==> src/rtl/board_pkg.sv <==
// Shared definitions for the board read path: cell encodings, select packing
// and the arbiter state encoding.
package board_pkg;

    localparam int SEL_W  = 8;
    localparam int CELL_W = 2;

    localparam logic [CELL_W-1:0] CELL_EMPTY = 2'b00;
    localparam logic [CELL_W-1:0] CELL_BLACK = 2'b01;
    localparam logic [CELL_W-1:0] CELL_WHITE = 2'b10;

    typedef enum logic [1:0] {
        IDLE = 2'd0,
        ADDR = 2'd1,
        RESP = 2'd2
    } arb_state_t;

    // Board select layout: x in the upper nibble, y in the lower nibble.
    function automatic logic [SEL_W-1:0] xy_to_sel(input logic [3:0] x, input logic [3:0] y);
        return {x, y};
    endfunction

endpackage

==> src/rtl/rr_pick.sv <==
// Combinational winner selection for the board read arbiter.
// Define BOARD_ARB_FIXED_PRIO_EN to make the lowest-index requester always win.
module rr_pick #(
    parameter int NUM_REQ = 3,
    parameter int IDX_W   = $clog2(NUM_REQ)
) (
    input  logic [NUM_REQ-1:0] req,
    input  logic [IDX_W-1:0]   last_owner,
    output logic [IDX_W-1:0]   winner,
    output logic               any
);

    assign any = |req;

`ifdef BOARD_ARB_FIXED_PRIO_EN
    logic unused_last_owner;
    assign unused_last_owner = ^last_owner;

    always_comb begin
        winner = '0;
        for (int i = NUM_REQ - 1; i >= 0; i--) begin
            if (req[i]) winner = IDX_W'(i);
        end
    end
`else
    // Walk the ring backwards so the candidate nearest after last_owner is assigned last.
    always_comb begin
        winner = '0;
        for (int k = NUM_REQ; k >= 1; k--) begin
            if (req[(int'(last_owner) + k) % NUM_REQ]) winner = IDX_W'((int'(last_owner) + k) % NUM_REQ);
        end
    end
`endif

endmodule

==> src/rtl/board_read_arbiter.sv <==
// Shares the combinational board read port between NUM_REQ requesters.
// Arbitration is round-robin unless BOARD_ARB_FIXED_PRIO_EN is defined.
module board_read_arbiter #(
    parameter int NUM_REQ = 3,
    parameter int SEL_W   = board_pkg::SEL_W,
    parameter int CELL_W  = board_pkg::CELL_W
) (
    input  logic                     clock,
    input  logic                     reset,
    input  logic [NUM_REQ-1:0]       req,
    input  logic [NUM_REQ-1:0]       lock,
    input  logic [NUM_REQ*SEL_W-1:0] coord,
    output logic [SEL_W-1:0]         rd_select,
    input  logic [CELL_W-1:0]        rd_data,
    output logic [NUM_REQ-1:0]       gnt,
    output logic [NUM_REQ-1:0]       rsp_valid,
    output logic [CELL_W-1:0]        rsp_data,
    output logic [1:0]               dbg_state
);
    import board_pkg::*;

    localparam int IDX_W = $clog2(NUM_REQ);

    // Handshake: a requester holds req/coord until its one-cycle rsp_valid; in that
    // RESP cycle it drops req or presents the next coord (with lock to keep ownership).

    arb_state_t         state, state_n;
    logic [IDX_W-1:0]   owner, owner_n;
    logic [IDX_W-1:0]   last_owner, last_owner_n;
    logic [SEL_W-1:0]   rd_select_n;
    logic [NUM_REQ-1:0] gnt_n, rsp_valid_n;
    logic [CELL_W-1:0]  rsp_data_n;
    logic [IDX_W-1:0]   winner;
    logic               any_req;
    logic               hold_lock;

    assign hold_lock = lock[owner] & req[owner];
    assign dbg_state = state;

    rr_pick #(.NUM_REQ(NUM_REQ), .IDX_W(IDX_W)) u_pick (
        .req        (req),
        .last_owner (last_owner),
        .winner     (winner),
        .any        (any_req)
    );

    always_ff @(posedge clock) begin
        if (!reset) begin
            state      <= IDLE;
            owner      <= '0;
            last_owner <= IDX_W'(NUM_REQ - 1);
            rd_select  <= '0;
            gnt        <= '0;
            rsp_valid  <= '0;
            rsp_data   <= '0;
        end else begin
            state      <= state_n;
            owner      <= owner_n;
            last_owner <= last_owner_n;
            rd_select  <= rd_select_n;
            gnt        <= gnt_n;
            rsp_valid  <= rsp_valid_n;
            rsp_data   <= rsp_data_n;
        end
    end

    always_comb begin
        state_n = state;
        case (state)
            IDLE:    if (any_req) state_n = ADDR;
            ADDR:    state_n = RESP;
            RESP:    state_n = hold_lock ? ADDR : IDLE;
            default: state_n = IDLE;
        endcase
    end

    always_comb begin
        owner_n      = owner;
        last_owner_n = last_owner;
        rd_select_n  = rd_select;
        gnt_n        = gnt;
        rsp_valid_n  = '0;
        rsp_data_n   = rsp_data;
        case (state)
            IDLE: begin
                gnt_n = '0;
                if (any_req) begin
                    owner_n      = winner;
                    last_owner_n = winner;
                    rd_select_n  = coord[SEL_W*int'(winner) +: SEL_W];
                    gnt_n        = NUM_REQ'(1) << winner;
                end
            end
            ADDR: begin
                rsp_data_n  = rd_data;
                rsp_valid_n = NUM_REQ'(1) << owner;
            end
            RESP: begin
                // A locked owner re-reads without arbitration; lock from others is ignored.
                if (hold_lock) rd_select_n = coord[SEL_W*int'(owner) +: SEL_W];
                else           gnt_n = '0;
            end
            default: ;
        endcase
    end

endmodule
==> config.mk <==
export PLATFORM = sky130hd
export DESIGN_NAME = board_read_arbiter
export DESIGN_NICKNAME = d
export VERILOG_FILES = /design/src/rtl/board_pkg.sv /design/src/rtl/rr_pick.sv /design/src/rtl/board_read_arbiter.sv
export SDC_FILE = /design/constraint.sdc
export NUM_CORES = 1
export LEC_CHECK = 0
export ABC_AREA = 1
export BUFFER_PORTS_ARGS = -buffer_cell sky130_fd_sc_hd__buf_2
export CAP_MARGIN = 20
export CORE_ASPECT_RATIO = 0.8
export CORE_MARGIN = 2
export CORE_UTILIZATION = 53
export CTS_CLUSTER_SIZE = 28
export DETAILED_ROUTE_END_ITERATION = 16
export PLACE_DENSITY = 0.88
export SYNTH_ARGS = -nofsm -noshare
export SYNTH_HDL_FRONTEND = slang
export SYNTH_HIERARCHICAL = 1
export SYNTH_SLANG_ARGS = --single-unit
export TNS_END_PERCENT = 10
==> constraint.sdc <==
create_clock -name clock -period 2.99 [get_ports clock]
set_input_delay 0.1495 -clock clock [delete_from_list [all_inputs] [get_ports clock]]
set_output_delay 0.1495 -clock clock [all_outputs]
set_load 0.1 [all_outputs]
; Word-level counts from Yosys, hierarchy flattened
; Cells that the tools add are included.
[op_classes]
bitwise_logic = 1
n_reduce_logical = 7
addsub = 3
n_div = 3
order_cmp = 4
mux = 25
eq_ne = 5
shifts = 4
n_mul = 0
[ops]
columns = operator, count
row1 = $lt 32x4->1 const B, 3
row2 = $mod 32x3->32 const B, 3
row3 = $shiftx 24x6->8, 2
row4 = $mux 8, 2
row5 = $pmux 8 s2, 1
row6 = $bmux 1 s2, 5
row7 = $mux 1, 9
row8 = $mux 2, 4
row9 = $add 2x2->3 const B, 2
row10 = $mux 3, 2
row11 = $ne 2x2->1 const B, 3
row12 = $pmux 2 s3, 1
row13 = $pmux 3 s2, 1
row14 = $reduce_and 2->1, 3
row15 = $shl 1x2->3 const A, 2
row16 = $add 2x1->3 const B, 1
row17 = $lt 2x3->1 const B, 1
row18 = $reduce_and 3->1, 1
row19 = $reduce_or 3->1, 1
row20 = $eq 2x1->1 const B, 1
row21 = $eq 2x2->1 const B, 1
row22 = $logic_not 2->1, 1
row23 = $reduce_bool 2->1, 1
row24 = $and 1x1->1, 1
[word_totals]
word_cells = 59
out_inout_bits = 18
regBits = 22
ram_bits = 0
romBits = 0
latchBits = 0
memories = 0
input_bits = 34

; Depth between registers and ports, before layout
; Gate-level depths: netlist of the first run.
[depth]
word_depth = 11
depth_mapped = 16
depth_no_buf = 16

; Cells and area by module
; Netlist of the first run, hierarchy kept.
[modules_own_cells]
columns = module, seq_area_each_um2, n_inst, cells_each, area_each_um2
row1 = board_read_arbiter, 420.4, 1, 207, 1257.5
row2 = rr_pick, 0.0, 1, 35, 185.2

; Worst setup path after synthesis of the first run
; OpenSTA, ideal clock, no wires.
[synth_path]
path_kind = reg-to-reg
from = register owner[0]
to = register rd_select[0]
required_time_ns = 2.879
setup_ns = 0.111
n_path_buf = 0
t_arrival_ns = 1.914
stages_incl_launch_ff = 15
setup_slack_ns = 0.965
period_less_slack_ns = 2.025
cell_sequence = dfxtp_1 inv_1 ha_1 a21oi_1 nand2_1 nand2_1 nand3_1 nand2_1 inv_1 nand2_1 nand2_2 nor2_1 nor2_1 nor2_1 nor2_1
[synth_between]
elab_chain_cells = 5
word_cells_on_any_way = 10
cone_classes = eq/ne (1) / shift (1) / mux (6) / bitwise (1) / reduce/logical (1)
[synth_lines]
columns = item, line
row1 = "start, declared", board_read_arbiter.sv:28  ; logic [IDX_W-1:0] owner, owner_n;
row2 = "start signal, assigned", board_read_arbiter.sv:58  ; owner <= owner_n;
row3 = branches (longest 5 deep; another with $shiftx 24x6->8), --
row4 = "end signal, assigned", board_read_arbiter.sv:60  ; rd_select <= rd_select_n;
row5 = "end, declared", board_read_arbiter.sv:13  ; output logic [SEL_W-1:0] rd_select,
; Several ways; the timed one is not identified. The select of a mux whose other input is x is not followed.
; A chain may end at the register's enable or synchronous reset.

; Worst setup path after layout of the first run
[layout_path]
from = register owner[0]
to = register rd_select[7]
; Same word-level chain as after synthesis.

==> tab_implementation.tex, run 1 <==
\begin{tabular}{lr}
\hline
Metric & Value \\
\hline
\multicolumn{2}{l}{\textbf{Final layout}} \\
Final non-filler cell total & 329 \\
Sequential Area & 420 um\^{}2 \\
Area added between synthesis and finish & 20.6\% \\
Number of nets in the layout & 331 \\
Fraction of the core area covered by cells at the end of the flow & 0.689 \\
Layout cell share with drive strength beyond 1 & 0.263 \\
Ant diodes & 0 \\
Area used by multi-input combinational logic & 816 um\^{}2 \\
Layout fillers & 244 \\
\multicolumn{2}{l}{\textbf{STA}} \\
Peak Freq & 425 MHz \\
Final setup violation count & 0 \\
Clock Skews & 0.00139 ns \\
Final max-slew violation count & 0 \\
Unrepaired setup endpoints after global routing & no \\
Fin Setup TNS & 0 ns \\
Period utilization & 0.787 \\
Worst max-slew margin expressed relative to the limit & 0.655 \\
Minimum clock period after layout & 2.35 ns \\
Measured slew at the worst slew-check pin & 0.516 ns \\
Hold violation total from the final report & 0 \\
\multicolumn{2}{l}{\textbf{Clock tree}} \\
Total CTS buffers & 3 \\
Max Buffers Root-to-Sink & 2 \\
Post-CTS Setup Inserts & 0 \\
Hold buffer count at CTS & 0 \\
Clock Tree Root & clkbuf\_4 \\
Total number of H-tree levels & 1 \\
TritonCTS clock tree & done \\
Reg clk slew, reported paths & 0.12 ns \\
Gates resized, CTS repair & 0 \\
Clock sink count & 21 \\
Later-pin clock latency in the skew report & 0.31 ns \\
\multicolumn{2}{l}{\textbf{GRT}} \\
Antenna violations before repair & 0 \\
Overflow left after global routing & 0 \\
Total GRT Usage & 0.223 \\
Busiest layer in global routing & met2 \\
First-pass GRT wire length & 5.65 mm \\
Fraction of met1 tracks used by global routing & 0.300 \\
Number of global-route vias before repair & 1367 \\
Global-route met3 utilization & 0.0448 \\
GR met2 Demand/Resource & 0.368 \\
Largest net degree at the start of global routing & 16 \\
\multicolumn{2}{l}{\textbf{Setup path}} \\
Critical path endpoint & rd\_select[7] \\
End of the worst register-to-register path & rd\_select[7] \\
List of cells traversed by the critical path & inv\_1, ha\_1, a21oi\_1, nand2\_1, nand2\_1, nand3\_1, nand2\_1, inv\_1, nand2\_1, nand2\_2, nor2\_1, nor2\_1, nor2\_1, nor2\_1 \\
Levels on crit path & 14 \\
Startpoint kind of the worst setup timing path & flip-flop \\
Source of the critical timing path & owner[0] \\
Data arrival time of the critical path & 2.57 ns \\
CP endpoint kind & flip-flop \\
Flop2flop setup slack & 0.64 ns \\
Critical path buffer and inverter count & 2 \\
Depth of the worst register-to-register path & 14 \\
Maximum net fanout on the critical path & 9 \\
CP Data Required Time & 3.21 ns \\
Highest cell delay on the worst timing path & 0.55 ns \\
Reg-to-reg startpoint & owner[0] \\
Critical path class & flip-flop to flip-flop \\
Crit path max-delay family & simple AND/OR/NAND/NOR gates \\
Master of the slowest instance on the critical path & dfxtp\_1 \\
\multicolumn{2}{l}{\textbf{Synth}} \\
Cell type contributing the most total cell area after synthesis & dfxtp\_1 \\
Synthesis-stage register bit count & 21 \\
Yosys cell types & 24 \\
Post-Synthesis Cell Area & 1440 um\^{}2 \\
Share of the synthesized area in the top cell type & 0.291 \\
Share of synthesized area occupied by flip-flops and latches & 0.291 \\
Syn Inst Count & 242 \\
Largest cells by area after synthesis & dfxtp\_1, nand2\_1, nor2\_1 \\
Nets in the synthesized netlist & 279 \\
Avg Cell Area, Syn & 5.96 um\^{}2 \\
Synth warn & 6 \\
\multicolumn{2}{l}{\textbf{Drt}} \\
1st-pass router iterations & 4 \\
Vias & 1608 \\
Wire length after detailed routing & 3.43 mm \\
Via-to-Cell Ratio & 4.89 \\
Initial drt markers & 58 \\
Routed wire length per instance & 10.4 um \\
Residual antenna-violating net count after detailed routing & 0 \\
DRC Markers & 0 \\
\multicolumn{2}{l}{\textbf{Job}} \\
Maxcap violations & 0 \\
\multicolumn{2}{l}{\textbf{Placed design}} \\
Last weighted congestion value of the routability-driven placer & 0.958 \\
Count of placed standard cells including taps & 325 \\
DPL Wire Length & 2.66 mm \\
IO buf count & 51 \\
\multicolumn{2}{l}{\textbf{Floorplanning}} \\
I/O pin count & 52 \\
Height of the die & 50.7 um \\
Placeable core region & 2520 um\^{}2 \\
Site row count & 16 \\
Initial Util & 0.572 \\
Overall die area & 3160 um\^{}2 \\
Die extent in x & 62.3 um \\
\multicolumn{2}{l}{\textbf{Power}} \\
Design Power & 1.39 mW \\
Peak supply drop & 0.581 mV \\
Leakage dissipation & 1.04 nW \\
Areal power density over the cells & 799 nW/um\^{}2 \\
\multicolumn{2}{l}{\textbf{Hold path}} \\
Worst hold-check path type & input port to flip-flop \\
\multicolumn{2}{l}{\textbf{Outcome}} \\
Run status & finished clean \\
\hline
\end{tabular}
-- Yosys cell counts --
library cell / number
a21oi_1: 7
a21oi_2: 1
buf_2: 1
buf_6: 2
clkbuf_1: 1
dfxtp_1: 21
ha_1: 3
inv_1: 41
inv_2: 4
inv_4: 1
nand2_1: 55
nand2_2: 8
nand2_4: 2
nand3_1: 17
nand3_2: 2
nand3_4: 1
nand4_1: 11
nor2_1: 51
nor2_2: 2
nor3_1: 5
o21ai_0: 3
o21ai_1: 1
o21ai_2: 1
or2_1: 1
-- tightest hold or removal path, cell delays in order --
cell    delay, ns
buf_2        0.07
nor2_1       0.03
nor2_1       0.08
-- through the flow --
step	cell area, um^2	setup WS [ns]	hold WS [ns]
6_report	1740	0.637	0.0526
5_1_grt	1740	0.425	0.0663
4_1_cts	1740	0.682	0.0426
3_5_place_dp	1710	0.699	0.388
3_3_place_gp	1710	0.789	0.376
2_1_floorplan	1440	0.965	0.275
-- how the worst min path moves through the flow --
stage	slack, ns	end	depth (start not counted)	from
floorplan	0.28	gnt[2]	2	reset
global placement	0.38	rsp_data[0]	3	rd_data[0]
detailed placement	0.39	rsp_data[1]	3	rd_data[1]
CTS	0.04	rsp_data[1]	3	rd_data[1]
global route	0.07	rsp_data[1]	3	rd_data[1]
finish	0.05	rsp_data[1]	3	rd_data[1]
-- cell families after synthesis --
group / after synthesis / synth area share
buffers and inverters: 50 / 0.143
adders and majority gates: 3 / 0.0260
AOI/OAI and AO/OA: 13 / 0.0503
DFF: 21 / 0.291
and+or+nand+nor: 155 / 0.489
-- state kept, by name, summed over array words and instances (netlist names) --
signal      count
dbg_state       2
last_owner      1
rd_select       8
rsp_data        2
gnt             3
rsp_valid       3
owner           2
-- layer usage --
metal  wire [um]  vias to the layer above  part of all wire
met5           0                        -                 0
met2        1510                       60              0.44
li1            -                      844                 -
met4          43                        0             0.013
met3         255                        6             0.074
met1        1610                      698              0.47
-- area by class of cell --
class                   count  share of cell area
well taps                  36              0.0259
clock inverters             1             0.00288
multi-input cells         171               0.469
inverters                  46               0.101
clock buffers               3              0.0129
repair buffers             51               0.147
flip-flops and latches     21               0.242
-- report_power, final --
part | leakage (nW) | total [mW] | internal, mW | switching (mW)
Sequential | 0.173 | 0.370 | 0.332 | 0.0372
Clock | 0.0177 | 0.141 | 0.0500 | 0.0915
Combinational | 0.847 | 0.879 | 0.215 | 0.664
Total | 1.04 | 1.39 | 0.597 | 0.793
-- placed cells by master (no fill, tap or decap) --
master / n
nor2_2: 2
nand3_1: 17
ha_1: 3
nand2_4: 2
inv_4: 1
a21oi_1: 7
buf_2: 51
nand3_2: 2
o21ai_2: 1
clkinv_2: 1
inv_2: 4
dfxtp_1: 21
inv_1: 41
nand3_4: 1
a21oi_2: 1
nand4_1: 11
o21ai_0: 3
nand2_2: 8
clkbuf_4: 3
nor3_1: 5
nand2_1: 55
or2_1: 1
nor2_1: 51
o21ai_1: 1
No activity file was read; power rests on OpenSTA's default activity.
==> inputs of run 2 (changes only) <==
Settings changed: CORE_UTILIZATION 53 to 44, PLACE_DENSITY 0.88 to 0.78.
Clock period 2.99 ns to 2.1 ns, I/O delays scaled along.
==> run 2 against run 1 <==
Effect of this change: clock skew increased by 0.0032 ns; total power rose by 54%; clock power increased by 91%; via count decreased by 0.87%; critical path depth is 1 higher; flip-flop and latch count unchanged; first-iteration DRC count grew 52%; wire length increased by 3.4%; non-clock buffer count increased by 2; cell count is 1.8% higher.
==> tab_implementation.tex, run 2 (synthesized netlist as in run 1, its figures left out) <==
\begin{tabular}{lr}
\hline
Metric & Value \\
\hline
\multicolumn{2}{l}{\textbf{Outcome}} \\
Run status & finished clean \\
\multicolumn{2}{l}{\textbf{Setup path}} \\
Maximum net fanout on the critical path & 8 (-1) \\
Startpoint kind of the worst setup timing path & flip-flop \\
Critical path class & flip-flop to flip-flop \\
CP endpoint kind & flip-flop \\
Depth of the worst register-to-register path & 15 (+1) \\
List of cells traversed by the critical path & inv\_1, ha\_4, inv\_2, nand2\_2, nand2\_2, a21oi\_2, nand3\_1, nand2\_2, inv\_1, nand2\_1, nand2\_4, nor2\_1, nor2\_1, nor2\_1, nor2\_1 \\
Crit path max-delay family & simple AND/OR/NAND/NOR gates \\
Data arrival time of the critical path & 2.09 ns (-0.48 ns) \\
Master of the slowest instance on the critical path & dfxtp\_2 \\
Levels on crit path & 15 (+1) \\
Highest cell delay on the worst timing path & 0.36 ns (-0.19 ns) \\
Critical path buffer and inverter count & 3 (+1) \\
Cell occurring most often along the worst timing path & nor2\_1 \\
CP Data Required Time & 2.26 ns (-0.95 ns) \\
\multicolumn{2}{l}{\textbf{Final layout}} \\
Max reg flops & 8 (unchanged) \\
Top Registers & rd\_select (8), gnt (3), rsp\_valid (3) \\
Area added between synthesis and finish & 27.3\% \\
Final non-filler cell total & 335 (+1.8\%) \\
Number of nets in the layout & 333 (+0.60\%) \\
Ant diodes & 0 (unchanged) \\
Commonest cells after routing, fill and taps aside & nand2\_1, nor2\_1, buf\_2 \\
Most frequent standard cell in the layout excluding fill and tap cells & nand2\_1 \\
Layout cell share with drive strength beyond 1 & 0.295 (+0.0321) \\
Most flop-heavy register & rd\_select \\
\multicolumn{2}{l}{\textbf{Drt}} \\
Wire length after detailed routing & 3.54 mm (+3.4\%) \\
Via-to-Cell Ratio & 4.76 (-2.6\%) \\
DRC Markers & 0 (unchanged) \\
Routed wire length per instance & 10.6 um (+1.5\%) \\
Vias & 1594 (-0.87\%) \\
Initial drt markers & 88 (+52\%) \\
Residual antenna-violating net count after detailed routing & 0 (unchanged) \\
1st-pass router iterations & 4 (unchanged) \\
\multicolumn{2}{l}{\textbf{GRT}} \\
Total GRT Usage & 0.199 (-0.0245) \\
Busiest layer in global routing & met2 \\
Number of global-route vias before repair & 1439 (+5.3\%) \\
Largest net degree at the start of global routing & 16 (unchanged) \\
Global-route met3 utilization & 0.0468 (+0.00200) \\
Fraction of met1 tracks used by global routing & 0.291 (-0.00898) \\
GR met2 Demand/Resource & 0.307 (-0.0612) \\
Antenna violations before repair & 0 (unchanged) \\
First-pass GRT wire length & 6.04 mm (+6.8\%) \\
Overflow left after global routing & 0 (unchanged) \\
\multicolumn{2}{l}{\textbf{Clock tree}} \\
Reg clk slew, reported paths & 0.08 ns (-0.04 ns) \\
Max Buffers Root-to-Sink & 2 (unchanged) \\
Total number of H-tree levels & 1 (unchanged) \\
Total CTS buffers & 3 (unchanged) \\
Clock sink count & 21 (unchanged) \\
Later-pin clock latency in the skew report & 0.26 ns (-0.05 ns) \\
Post-CTS Setup Inserts & 0 (unchanged) \\
Hold buffer count at CTS & 0 (unchanged) \\
Clock Tree Root & clkbuf\_8 \\
TritonCTS clock tree & done \\
\multicolumn{2}{l}{\textbf{Placed design}} \\
IO buf count & 51 (unchanged) \\
Last weighted congestion value of the routability-driven placer & 0.923 (-3.6\%) \\
DPL Wire Length & 2.68 mm (+0.78\%) \\
Count of placed standard cells including taps & 331 (+1.8\%) \\
\multicolumn{2}{l}{\textbf{Power}} \\
Leakage dissipation & 1.06 nW (+2.2\%) \\
Areal power density over the cells & 1170 nW/um\^{}2 (+46\%) \\
Design Power & 2.15 mW (+54\%) \\
Peak supply drop & 0.818 mV (+41\%) \\
\multicolumn{2}{l}{\textbf{STA}} \\
Final max-slew violation count & 0 (unchanged) \\
Period utilization & 0.917 (+0.130) \\
Final setup violation count & 0 (unchanged) \\
Hold violation total from the final report & 0 (unchanged) \\
Unrepaired setup endpoints after global routing & no \\
Worst max-slew margin expressed relative to the limit & 0.678 (+0.0225) \\
Measured slew at the worst slew-check pin & 0.487 ns (-0.0289 ns) \\
Minimum clock period after layout & 1.92 ns (-0.428 ns) \\
Minimum hold slack & 0.0638 ns (+0.0111 ns) \\
Clock Skews & 0.00461 ns (+0.00322 ns) \\
Fin Setup TNS & 0 ns (unchanged) \\
Peak Freq & 520 MHz (+22\%) \\
\multicolumn{2}{l}{\textbf{Floorplanning}} \\
Height of the die & 55.2 um (+9.0\%) \\
Die extent in x & 68.0 um (+9.1\%) \\
I/O pin count & 52 (unchanged) \\
Initial Util & 0.464 (-0.108) \\
Placeable core region & 3110 um\^{}2 (+23\%) \\
Overall die area & 3760 um\^{}2 (+19\%) \\
Site row count & 18 (+2) \\
\multicolumn{2}{l}{\textbf{Hold path}} \\
Worst hold-check path type & input port to flip-flop \\
Worst hold stages & 3 (unchanged) \\
\multicolumn{2}{l}{\textbf{Job}} \\
Maxcap violations & 0 (unchanged) \\
\hline
\end{tabular}
-- run 2: changes by cell type in the layout (fill, tap and decap cells not counted), sizes merged --
cell,previous run,this run
buf,51,53
clkinv,1,0
clkinvlp,0,1
-- run 2: layer usage --
metal / share of wire / vias to the layer above
met5: 0 / -
met4: 0.0011 / 0
met3: 0.074 / 2
met2: 0.43 / 54
met1: 0.49 / 685
li1: - / 853
-- run 2: cell type report --
cell class | count | area, um^2
multi-input combinational | 171 | 852
inverter | 46 | 180
clock buffer | 3 | 41.3
tap | 40 | 50.0
fill | 300 | 1270
clock inverter | 1 | 7.51
sequential | 21 | 423
timing repair buffer | 53 | 283
-- run 2: tightest hold or removal path: stages --
cell and delay (ns):
buf_2 0.07, nor2_1 0.03, nor2_1 0.08
-- run 2: what timing repair did --
item / in CTS / in global routing
gates cloned: 0 / 0
setup endpoints to repair: 8 / 9
pin swaps: 0 / 2
gates resized for setup: 1 / 12
-- run 2: worst paths after layout --
| kind | slack (ns) | from | to |
|---|---|---|---|
| max reg2reg | 0.18 | owner[0] | rd_select[7] |
| min | 0.06 | rd_data[1] | rsp_data[1] |
| max | 0.18 | owner[0] | rd_select[7] |
| min reg2reg | 0.47 | gnt[1] | gnt[1] |
-- run 2: where the power goes --
group | total (mW) | switching [mW] | leakage, nW | internal [mW]
sequential | 0.523 | 0.0479 | 0.174 | 0.475
combinational | 1.35 | 0.993 | 0.866 | 0.360
clock | 0.270 | 0.137 | 0.0217 | 0.134
-- run 2: per-stage QoR --
step / setup WS, ns / utilization / cell area, um^2
after detailed placement: -0.0415 / 0.561 / 1740
after global placement: -0.0340 / 0.561 / 1740
after floorplan: 0.0748 / - / 1440
final: 0.175 / 0.591 / 1840
after CTS: 0.0154 / 0.578 / 1800
after global routing: 0.0138 / 0.591 / 1840
